$ cat src/rtl/fwd_pkg.sv
// Shared types and default widths for the forward/hazard unit.
package fwd_pkg;

  localparam int unsigned XLEN_DEF   = 32;
  localparam int unsigned GPR_AW_DEF = 5;
  localparam int unsigned CSR_AW_DEF = 2;
  localparam int unsigned NUM_RS_DEF = 2;
  localparam int unsigned TMO_W_DEF  = 8;

  // GPR index that reads as constant zero and is never a forwarding target
  localparam int unsigned REG_X0 = 0;

  typedef enum logic [1:0] {
    RUN     = 2'd0,
    LU_WAIT = 2'd1,
    LU_FWD  = 2'd2
  } fwd_state_e;

endpackage

$ cat src/rtl/fwd_port_sel.sv
// One operand port: compares its source index against the hold/MEM/WB
// producers and selects the forwarded value (hold > MEM ALU > WB).
module fwd_port_sel
  import fwd_pkg::*;
#(
  parameter int unsigned AW      = GPR_AW_DEF,
  parameter int unsigned DW      = XLEN_DEF,
  parameter bit          X0_EXCL = 1'b1
) (
  input  logic [AW-1:0] rs,
  input  logic [AW-1:0] mem_rd,
  input  logic          mem_we,
  input  logic          mem_ld,
  input  logic [DW-1:0] mem_data,
  input  logic [AW-1:0] wb_rd,
  input  logic          wb_we,
  input  logic [DW-1:0] wb_data,
  input  logic          hold_en,
  input  logic [AW-1:0] hold_rd,
  input  logic [DW-1:0] hold_data,
  output logic          ld_hit_c,
  output logic          sel_c,
  output logic [DW-1:0] data_c
);

  logic rs_live;
  logic mem_hit;
  logic wb_hit;
  logic hold_hit;

  // rs==rd on a hit, so excluding rs==x0 excludes rd==x0 as well
  assign rs_live  = !X0_EXCL || (rs != AW'(REG_X0));
  assign mem_hit  = rs_live && mem_we && (rs == mem_rd);
  assign wb_hit   = rs_live && wb_we && (rs == wb_rd);
  assign hold_hit = rs_live && hold_en && (rs == hold_rd);
  assign ld_hit_c = mem_hit && mem_ld;

  always_comb begin
    sel_c  = 1'b0;
    data_c = '0;
    if (hold_hit) begin
      sel_c  = 1'b1;
      data_c = hold_data;
    end else if (mem_hit && !mem_ld) begin
      sel_c  = 1'b1;
      data_c = mem_data;
    end else if (wb_hit) begin
      sel_c  = 1'b1;
      data_c = wb_data;
    end
  end

endmodule

$ cat src/rtl/fwd_hazard_unit.sv
// GPR/CSR forwarding and stall control beside MEM, with a registered
// load-use FSM and stall watchdog. Define FWD_PERF_CNT_EN for perf counters.
module fwd_hazard_unit
  import fwd_pkg::*;
#(
  parameter int unsigned XLEN   = XLEN_DEF,
  parameter int unsigned GPR_AW = GPR_AW_DEF,
  parameter int unsigned CSR_AW = CSR_AW_DEF,
  parameter int unsigned NUM_RS = NUM_RS_DEF,
  parameter int unsigned TMO_W  = TMO_W_DEF
) (
  input  logic                     clk,
  input  logic                     rst_n,
  input  logic                     IFU_o_valid,
  input  logic                     MEM_rvalid,
  input  logic                     MEM_wready,
  input  logic                     flush_i,
  input  logic [NUM_RS*GPR_AW-1:0] IDU_o_rs,
  input  logic [CSR_AW-1:0]        IDU_o_csr_rs,
  input  logic [NUM_RS*GPR_AW-1:0] EXU_o_rs,
  input  logic [CSR_AW-1:0]        EXU_o_csr_rs,
  input  logic [GPR_AW-1:0]        MEM_i_rd,
  input  logic [CSR_AW-1:0]        MEM_i_csr_rd,
  input  logic                     MEM_i_write_gpr,
  input  logic                     MEM_i_write_csr,
  input  logic                     MEM_i_mem_to_reg,
  input  logic [XLEN-1:0]          MEM_i_ALU_ALUout,
  input  logic [XLEN-1:0]          MEM_i_ALU_CSR_out,
  input  logic [XLEN-1:0]          MEM_o_rdata,
  input  logic [GPR_AW-1:0]        WB_o_rd,
  input  logic [CSR_AW-1:0]        WB_o_csr_rd,
  input  logic                     WB_o_write_gpr,
  input  logic                     WB_o_write_csr,
  input  logic [XLEN-1:0]          WB_o_rd_data,
  input  logic [XLEN-1:0]          WB_o_csr_data,
  output logic                     FORWARD_stallIF,
  output logic                     FORWARD_stallID,
  output logic                     FORWARD_stallEX,
  output logic                     FORWARD_stallME,
  output logic                     FORWARD_stallWB,
  output logic                     FORWARD_bubbleWB,
  output logic [NUM_RS-1:0]        FORWARD_rs_hazard_EXU,
  output logic [NUM_RS*XLEN-1:0]   FORWARD_rs_data_EXU,
  output logic                     FORWARD_csr_hazard_EXU,
  output logic [XLEN-1:0]          FORWARD_csr_data_EXU,
  output logic [NUM_RS-1:0]        FORWARD_rs_hazard_SEG,
  output logic [NUM_RS*XLEN-1:0]   FORWARD_rs_data_SEG,
  output logic                     FORWARD_csr_hazard_SEG,
  output logic [XLEN-1:0]          FORWARD_csr_data_SEG,
`ifdef FWD_PERF_CNT_EN
  output logic [31:0]              FORWARD_perf_lu_cnt,
  output logic [31:0]              FORWARD_perf_stall_cnt,
`endif
  output logic                     FORWARD_tmo_err
);

  localparam logic [TMO_W-1:0] TMO_MAX = '1;

  fwd_state_e        state_q, state_d;
  logic [XLEN-1:0]   hold_data_q;
  logic [GPR_AW-1:0] hold_rd_q;
  logic [TMO_W-1:0]  tmo_cnt_q, tmo_cnt_d;
  logic              tmo_err_q;

  logic [NUM_RS-1:0] ld_hit;
  logic              csr_ld_hit;
  logic              lu;
  logic              bus_ok;
  logic              hold_en;
  logic              stall;
  logic              bubble_wb;
  logic              capture;

  assign hold_en = (state_q == LU_FWD);

  // EXU GPR operand ports
  for (genvar g = 0; g < NUM_RS; g++) begin : g_exu_rs
    fwd_port_sel #(
      .AW     (GPR_AW),
      .DW     (XLEN),
      .X0_EXCL(1'b1)
    ) u_sel (
      .rs       (EXU_o_rs[g*GPR_AW +: GPR_AW]),
      .mem_rd   (MEM_i_rd),
      .mem_we   (MEM_i_write_gpr),
      .mem_ld   (MEM_i_mem_to_reg),
      .mem_data (MEM_i_ALU_ALUout),
      .wb_rd    (WB_o_rd),
      .wb_we    (WB_o_write_gpr),
      .wb_data  (WB_o_rd_data),
      .hold_en  (hold_en),
      .hold_rd  (hold_rd_q),
      .hold_data(hold_data_q),
      .ld_hit_c (ld_hit[g]),
      .sel_c    (FORWARD_rs_hazard_EXU[g]),
      .data_c   (FORWARD_rs_data_EXU[g*XLEN +: XLEN])
    );
  end

  // CSR operand: load data never targets a CSR, so no hold path
  fwd_port_sel #(
    .AW     (CSR_AW),
    .DW     (XLEN),
    .X0_EXCL(1'b0)
  ) u_csr_sel (
    .rs       (EXU_o_csr_rs),
    .mem_rd   (MEM_i_csr_rd),
    .mem_we   (MEM_i_write_csr),
    .mem_ld   (MEM_i_mem_to_reg),
    .mem_data (MEM_i_ALU_CSR_out),
    .wb_rd    (WB_o_csr_rd),
    .wb_we    (WB_o_write_csr),
    .wb_data  (WB_o_csr_data),
    .hold_en  (1'b0),
    .hold_rd  ('0),
    .hold_data('0),
    .ld_hit_c (csr_ld_hit),
    .sel_c    (FORWARD_csr_hazard_EXU),
    .data_c   (FORWARD_csr_data_EXU)
  );

  // WB -> ID/EX register forwarding
  for (genvar g = 0; g < NUM_RS; g++) begin : g_seg_rs
    logic [GPR_AW-1:0] rs;
    logic              hit;
    assign rs  = IDU_o_rs[g*GPR_AW +: GPR_AW];
    assign hit = WB_o_write_gpr && (rs == WB_o_rd) && (rs != GPR_AW'(REG_X0));
    assign FORWARD_rs_hazard_SEG[g]           = hit;
    assign FORWARD_rs_data_SEG[g*XLEN +: XLEN] = hit ? WB_o_rd_data : '0;
  end

  assign FORWARD_csr_hazard_SEG = WB_o_write_csr && (IDU_o_csr_rs == WB_o_csr_rd);
  assign FORWARD_csr_data_SEG   = FORWARD_csr_hazard_SEG ? WB_o_csr_data : '0;

  assign lu     = (|ld_hit) || csr_ld_hit;
  assign bus_ok = IFU_o_valid && MEM_wready && (MEM_rvalid || !MEM_i_mem_to_reg);

  // Load-use FSM: next state, stall and bubble
  always_comb begin
    state_d   = state_q;
    stall     = 1'b0;
    bubble_wb = 1'b0;
    capture   = 1'b0;
    unique case (state_q)
      RUN: begin
        if (lu && !flush_i) begin
          state_d = LU_WAIT;
          stall   = 1'b1;
        end else begin
          stall = !bus_ok;
        end
      end
      LU_WAIT: begin
        stall = 1'b1;
        if (flush_i) begin
          state_d   = RUN;
          bubble_wb = !MEM_rvalid;
        end else if (MEM_rvalid) begin
          state_d = LU_FWD;
          capture = 1'b1;
        end
      end
      LU_FWD: begin
        stall = !(IFU_o_valid && MEM_wready);
        if (flush_i || !stall) begin
          state_d = RUN;
        end
      end
      default: state_d = RUN;
    endcase
  end

  always_ff @(posedge clk or negedge rst_n) begin
    if (!rst_n) begin
      state_q <= RUN;
    end else begin
      state_q <= state_d;
    end
  end

  // Load data hold register; a cleared rd marks it invalid
  always_ff @(posedge clk or negedge rst_n) begin
    if (!rst_n) begin
      hold_data_q <= '0;
      hold_rd_q   <= '0;
    end else if (flush_i) begin
      hold_rd_q <= '0;
    end else if (capture) begin
      hold_data_q <= MEM_o_rdata;
      hold_rd_q   <= MEM_i_rd;
    end
  end

  // Watchdog: counts consecutive stall cycles, saturating
  assign tmo_cnt_d = stall ? ((tmo_cnt_q == TMO_MAX) ? TMO_MAX : tmo_cnt_q + TMO_W'(1))
                           : '0;

  always_ff @(posedge clk or negedge rst_n) begin
    if (!rst_n) begin
      tmo_cnt_q <= '0;
      tmo_err_q <= 1'b0;
    end else begin
      tmo_cnt_q <= tmo_cnt_d;
      tmo_err_q <= tmo_err_q || (tmo_cnt_d == TMO_MAX);
    end
  end

`ifdef FWD_PERF_CNT_EN
  logic [31:0] perf_lu_q;
  logic [31:0] perf_stall_q;

  always_ff @(posedge clk or negedge rst_n) begin
    if (!rst_n) begin
      perf_lu_q    <= '0;
      perf_stall_q <= '0;
    end else begin
      if ((state_q == RUN) && (state_d == LU_WAIT)) begin
        perf_lu_q <= perf_lu_q + 32'd1;
      end
      if (stall) begin
        perf_stall_q <= perf_stall_q + 32'd1;
      end
    end
  end

  assign FORWARD_perf_lu_cnt    = perf_lu_q;
  assign FORWARD_perf_stall_cnt = perf_stall_q;
`else
  // counters not built
`endif

  assign FORWARD_stallIF  = stall;
  assign FORWARD_stallID  = stall;
  assign FORWARD_stallEX  = stall;
  assign FORWARD_stallME  = stall;
  assign FORWARD_stallWB  = stall;
  assign FORWARD_bubbleWB = bubble_wb;
  assign FORWARD_tmo_err  = tmo_err_q;

endmodule

$ cat config.mk
export PLATFORM = sky130hd
export DESIGN_NAME = fwd_hazard_unit
export DESIGN_NICKNAME = d
export VERILOG_FILES = /design/src/rtl/fwd_pkg.sv /design/src/rtl/fwd_port_sel.sv /design/src/rtl/fwd_hazard_unit.sv
export SDC_FILE = /design/constraint.sdc
export NUM_CORES = 1
export LEC_CHECK = 0
export CORE_AREA = 2 2 160 162
export CTS_CLUSTER_SIZE = 40
export DETAILED_ROUTE_END_ITERATION = 10
export DIE_AREA = 0 0 162 164
export DONT_BUFFER_PORTS = 1
export PLACE_DENSITY = 0.41
export SLEW_MARGIN = 30
export SYNTH_ARGS = -nofsm -noshare
export SYNTH_HDL_FRONTEND = slang
export SYNTH_HIERARCHICAL = 1
export SYNTH_SLANG_ARGS = --single-unit
$ cat constraint.sdc
create_clock -name clk -period 3.1 [get_ports clk]
set_input_delay 0.465 -clock clk [delete_from_list [all_inputs] [get_ports clk]]
set_output_delay 0.465 -clock clk [all_outputs]
set_load 0.02 [all_outputs]
==> results_dict.tcl <==
set metrics [dict create \
    peakVddDrop_uv 268 \
    pin_count 414 \
    clock_sinks 48 \
    path_cells "nor2b_1, nand2_1, or4_2, buf_12, a31oi_1, buf_4" \
    cts.htree.levels 2 \
    dp_hpwl_mm 19.1 \
    max_freq_ghz 0.344 \
    syn_area_sq_um 5750 \
    hold_class "in2async" \
    fin_nets 1101 \
    maxSlewHeadroom 0.245 \
    grt_overflow 0 \
    wl_mm 24.5 \
    yosys-top-cells-area "dfrtp_1 21%, and2_1 11%, nand3_1 9.4%" \
    path_buf_inv 2 \
    io_buffers 0 \
    drc 0 \
    power_mw 2.39 \
    ctsResizeCount 0 \
    crit_path_max_incr_delay_ps 610 \
    grt_setup_unrepaired "no" \
    path_depth 6 \
    num_vias 6162 \
    yosysSeqAreaShare 0.209 \
    critPathLaunchType "register" \
    timing.rr.end "FORWARD_tmo_err" \
    worstMarginPinSlew_ps 1130 \
    min_period_ps 2910 \
    synth_ff_type "dfrtp_1" \
    cp_max_fo 48 \
    yosysUniqueCellTypes 49 \
    area_growth_pct 20.3 \
    finalClockSkew_ps 12.4 \
    grt_start_max_net_pins 66 \
    viasPerCell 5.04 \
    synth_enable_flop_cells 0 \
    crit_required_ps 2630 \
    critPathSlowestCell "or4_2" \
    setup_violations 0 \
    crit_family "simple AND/OR/NAND/NOR gates" \
    leakagePower_nw 2.86 \
    finalCritPeriodShare 0.938 \
    outcome "complete, no violations" \
    grt_pass1_vias 5814 \
    grt.total_usage 0.172 \
    cap_violations 0 \
    r2r_setup_slack_ps 1130 \
    crit_type "reg2out" \
    grt_pass1_wl_mm 35.6 \
    syn_avg_cell_area_sq_um 6.97 \
    power_density_nw_per_um2 345 \
    ys_ff_latch 48 \
    die_x_um 162 \
    antenna_found_initial 2 \
    start_util 0.232 \
    synth_top_cell_by_area "dfrtp_1" \
    fp-row-count 58 \
    timing.rr.start "tmo_cnt_q[0]" \
    clock_latency_ps 300 \
    ys_warn_count 6 \
    cts_max_path_buffers 2 \
    setup-tns-final_ps 0 \
    drive_above_1_share 0.180 \
    cts_inserted_buffers 5 \
    gp_congestion 0.844 \
    core_area_sq_um 24800 \
    critPathArrivalTime_ps 2440 \
    pre_cts_ws_ps 382 \
    synthCells 825 \
    clock-root-buffer "clkbuf_16" \
    finalHoldViolations 0 \
    cts_tree "yes" \
    drt-initial-drc-count 437 \
    dieArea_sq_um 26600 \
    final_antenna_net_count 0 \
    finalWorstSetupSlack_ps 192 \
    drtPass1Iterations 6 \
    async_flop_share 1.00 \
    r2r_cells 5 \
    end_kind "output pin" \
    wl_per_cell_um 20.0 \
    path_clk_slew_ps 70 \
    die_h_um 164 \
    finalMaxSlewViolations 0 \
    synth.top_cell.area_share 0.209 \
]
-- registers in the layout, summed over array words and instances (netlist names) --
signal           flops
tmo_cnt_q            8
hold_rd_q            5
hold_data_q         32
FORWARD_tmo_err      1
state_q              2
-- timing repair --
| item | in CTS | in global routing |
|---|---|---|
| hold endpoints to repair | 48 | 0 |
| hold buffers | 1 | 0 |
| buffers inserted | 0 | 0 |
-- area by class of cell --
class                           count  area [sq um]
Antenna cell                        1          2.50
Clock buffer                        5           125
Clock inverter                      3          68.8
Fill cell                        2767         17900
Inverter                            7          26.3
Multi-Input combinational cell    732          4240
Sequential cell                    48          1200
Tap cell                          330           413
Timing Repair Buffer               97           836
-- cell usage in the layout, fill, tap and decap left out, types with 2 or more instances in the layout --
master,netlist,layout
a211oi_1,4,2
or4_1,5,3
xor2_1,3,3
a21oi_1,70,70
nor4_4,0,4
or4_2,0,2
xnor2_1,37,37
nand3_1,108,108
buf_12,0,7
nor2b_1,3,3
and3_1,5,5
or3_4,2,2
or4_4,2,2
or3_1,2,2
bufinv_16,0,2
clkbuf_16,0,5
and2_1,101,101
o32ai_1,2,2
nor4b_1,2,2
o21ai_0,9,9
inv_1,6,6
mux2_2,32,32
nand2_1,92,92
nor4_1,3,3
conb_1,1,35
a21oi_2,2,2
a211oi_4,2,4
nor2_1,110,109
nor3_1,5,5
a31oi_1,65,65
nand3b_1,3,3
buf_4,14,89
nand2b_1,7,7
a21oi_4,2,2
nand3_2,2,2
dfrtp_1,48,48
-- per-layer routing --
layer	track usage	wire length (um)	vias to the layer above
li1	-	-	2949
met1	0.217	9950	2885
met2	0.295	12100	301
met3	0.0475	2070	27
met4	0.0346	378	0
met5	0	0	-
-- through the flow --
stage	instances	hold WS (ps)	instance area (sq um)	utilization
2_1_floorplan	859	169	5880	-
3_3_place_gp	1213	171	6690	0.270
3_5_place_dp	1213	171	6690	0.270
4_1_cts	1222	21.2	6910	0.279
5_1_grt	1222	28.6	6910	0.279
6_report	1223	16.7	6920	0.279
-- worst max path at each step --
| stage | start | to | slack, ps |
|---|---|---|---|
| 5_1_grt | state_q[1] | FORWARD_rs_data_EXU[51] | 80 |
| 3_3_place_gp | EXU_o_rs[9] | FORWARD_rs_data_EXU[51] | 420 |
| 2_1_floorplan | EXU_o_rs[5] | FORWARD_stallID | 140 |
| 6_report | state_q[0] | FORWARD_rs_data_EXU[51] | 190 |
| 3_5_place_dp | EXU_o_rs[9] | FORWARD_rs_data_EXU[37] | 380 |
| 4_1_cts | state_q[1] | FORWARD_rs_data_EXU[51] | 170 |
-- synth_stat cells, types with 3 or more instances --
master    number
nand2b_1       7
inv_1          6
nand3_1      108
nor4_2         4
nor2_1       110
and2_1       101
nor2b_1        3
buf_4         14
or4_1          5
buf_2         28
a211oi_1       4
dfrtp_1       48
a21oi_1       70
and3_1         5
nand3b_1       3
nor4_1         3
mux2_2        32
nand2_1       92
clkbuf_1      14
o21ai_0        9
buf_6         16
xnor2_1       37
nor3_1         5
xor2_1         3
a31oi_1       65
-- power breakdown --
part / leakage [nW] / switching [mW] / total [mW] / internal (mW)
sequential: 0.622 / 0.168 / 0.962 / 0.795
combinational: 2.14 / 0.390 / 0.697 / 0.306
clock: 0.0944 / 0.263 / 0.729 / 0.466
total: 2.86 / 0.821 / 2.39 / 1.57
-- kinds of logic after synthesis --
kind of cell | count (synthesis) | share of synthesized area
simple gates | 461 | 0.402
compound gates | 162 | 0.172
buf+inv | 79 | 0.0877
flops | 48 | 0.209
xor+xnor | 41 | 0.0638
mux | 32 | 0.0627
fa+ha+maj | 1 | 0.00218
other cells | 1 | 0.000652
No activity file was read; power rests on OpenSTA's default activity.
==> RTL edit, RTL diff (config.mk and constraints unchanged) <==
Put a register stage on the output `FORWARD_rs_data_SEG`, with the module's reset. The value now appears one clock later. The other outputs are not delayed to match.
--- a/src/rtl/fwd_hazard_unit.sv
+++ b/src/rtl/fwd_hazard_unit.sv
@@ -58,2 +58,4 @@
 
+  logic [NUM_RS*XLEN-1:0] FORWARD_rs_data_SEG_d;
+
   fwd_state_e        state_q, state_d;
@@ -128,3 +130,3 @@
     assign FORWARD_rs_hazard_SEG[g]           = hit;
-    assign FORWARD_rs_data_SEG[g*XLEN +: XLEN] = hit ? WB_o_rd_data : '0;
+    assign FORWARD_rs_data_SEG_d[g*XLEN +: XLEN] = hit ? WB_o_rd_data : '0;
   end
@@ -239,2 +241,10 @@
 
+  always_ff @(posedge clk or negedge rst_n) begin
+    if (!rst_n) begin
+      FORWARD_rs_data_SEG <= '0;
+    end else begin
+      FORWARD_rs_data_SEG <= FORWARD_rs_data_SEG_d;
+    end
+  end
+
 endmodule
Behaviour: not the same (Yosys sat finds a counterexample within 4 cycles, from zero or initial values and one cycle with rst_n low).
==> RTL edit against the original RTL <==
Cell area rose by 25%. Setup slack got worse by 0.023 ns. Critical endpoint is now FORWARD_rs_data_EXU[15]. Core utilization rose by 7.1 points. Total power rose by 57%. Area after synthesis rose by 27%. Combinational power fell by 5.0%. Sequential share of layout area rose by 15 points. Die area did not move. Wire length rose by 17%. Largest power group unchanged. Sequential cell count rose by 64.
==> RTL edit: results <==
export IMPL_n_all_buffers=110
export IMPL_grt_pass1_vias=6332
export IMPL_slew_headroom_pct=25.0
export IMPL_largestRegisters="FORWARD_rs_data_SEG (64), hold_data_q (32), tmo_cnt_q (8)"
export IMPL_clockBufferCount=10
export IMPL_yosys_top_cells_area="dfrtp_1, and2_1, nand3_1"
export IMPL_num_antenna_cells=8
export IMPL_p_leak_nw=3.90
export IMPL_drive_above_1_share_pct=19.1
export IMPL_cp_slowest_stage_delay_ns=0.70
export IMPL_clk_pin_slew_ns=0.09
export IMPL_ys_top_cells_by_count="dfrtp_1, nand3_1, nor2_1, and2_1, nand2_1"
export IMPL_cts_resized=1
export IMPL_seq_share_pct=32.3
export IMPL_place_ws_ns=0.376
export IMPL_cts_buffers=9
export IMPL_drt_first_pass_iters=5
export IMPL_instances_no_fill=1296
export IMPL_grt_util_met1_pct=23.3
export IMPL_hpwl_mm=22.1
export IMPL_wire_per_inst_um=22.2
export IMPL_setup_ws_ns=0.169
export IMPL_dr_wl_met2_mm=14.8
export IMPL_fill_cells=2633
export IMPL_multi_input_area_share_pct=48.2
export IMPL_place_congestion=0.851
export IMPL_gr_usage_all_layers_pct=20.7
export IMPL_status="finished, final reports clean"
export IMPL_grtUsageMet3_pct=7.22
export IMPL_p_int_mw=2.61
export IMPL_grt_pass1_wl_mm=41.4
export IMPL_post_drt_via_cell_ratio=5.19
export IMPL_comb_power_mw=0.662
export IMPL_multi_input_gates=714
export IMPL_critPathCapture="FORWARD_rs_data_EXU[15]"
export IMPL_clk_share_pct=3.79
export IMPL_drt_met1_wl_mm=10.5
export IMPL_h_tree_depth=3
export IMPL_grt_use_met2_pct=37.3
export IMPL_peakVddDrop_uv=231
export IMPL_grt_max_degree=113
export IMPL_clock_latency_ns=0.36
export IMPL_numSequentialCells=112
export IMPL_antenna_found_initial=10
export IMPL_cp_startpoint="hold_rd_q[4]$_DFFE_PN0P_"
[RTL edit: changes by cell type in the layout (fill, tap and decap cells not counted), moves of 3 or more]
cell       unedited run  this run
clkbuf_16             5         9
dfrtp_1              48       112
buf_4                89       104
diode_2               1         8
o21ai_0               9         6
nand2_1              92        85
nand3b_1              3         0
nor2_1              109       106
nor3_1                5         2
[RTL edit: cells by family (layout without fill, tap and decap cells)]
family	Yosys count	in the layout	share of synthesized area, %
and+or+nand+nor	444	444	30.9
AOI/OAI and AO/OA	158	158	13.2
DFF	112	112	38.4
buffers and inverters	77	132	6.91
xor gates and xnor gates	43	43	5.27
muxes	33	33	5.08
adders and majority gates	1	1	0.172
other	1	43	0.0514
[RTL edit: stage by stage]
step	util, %	area, µm²	hold slack (ns)	total power, mW
finish	35.0	8680	0.0452	3.74
detailed placement	33.4	8290	0.173	2.40
CTS	34.9	8650	0.0852	3.79
floorplan	-	7420	0.169	2.23
global route	34.9	8660	0.0650	3.92
global placement	33.4	8290	0.173	2.40
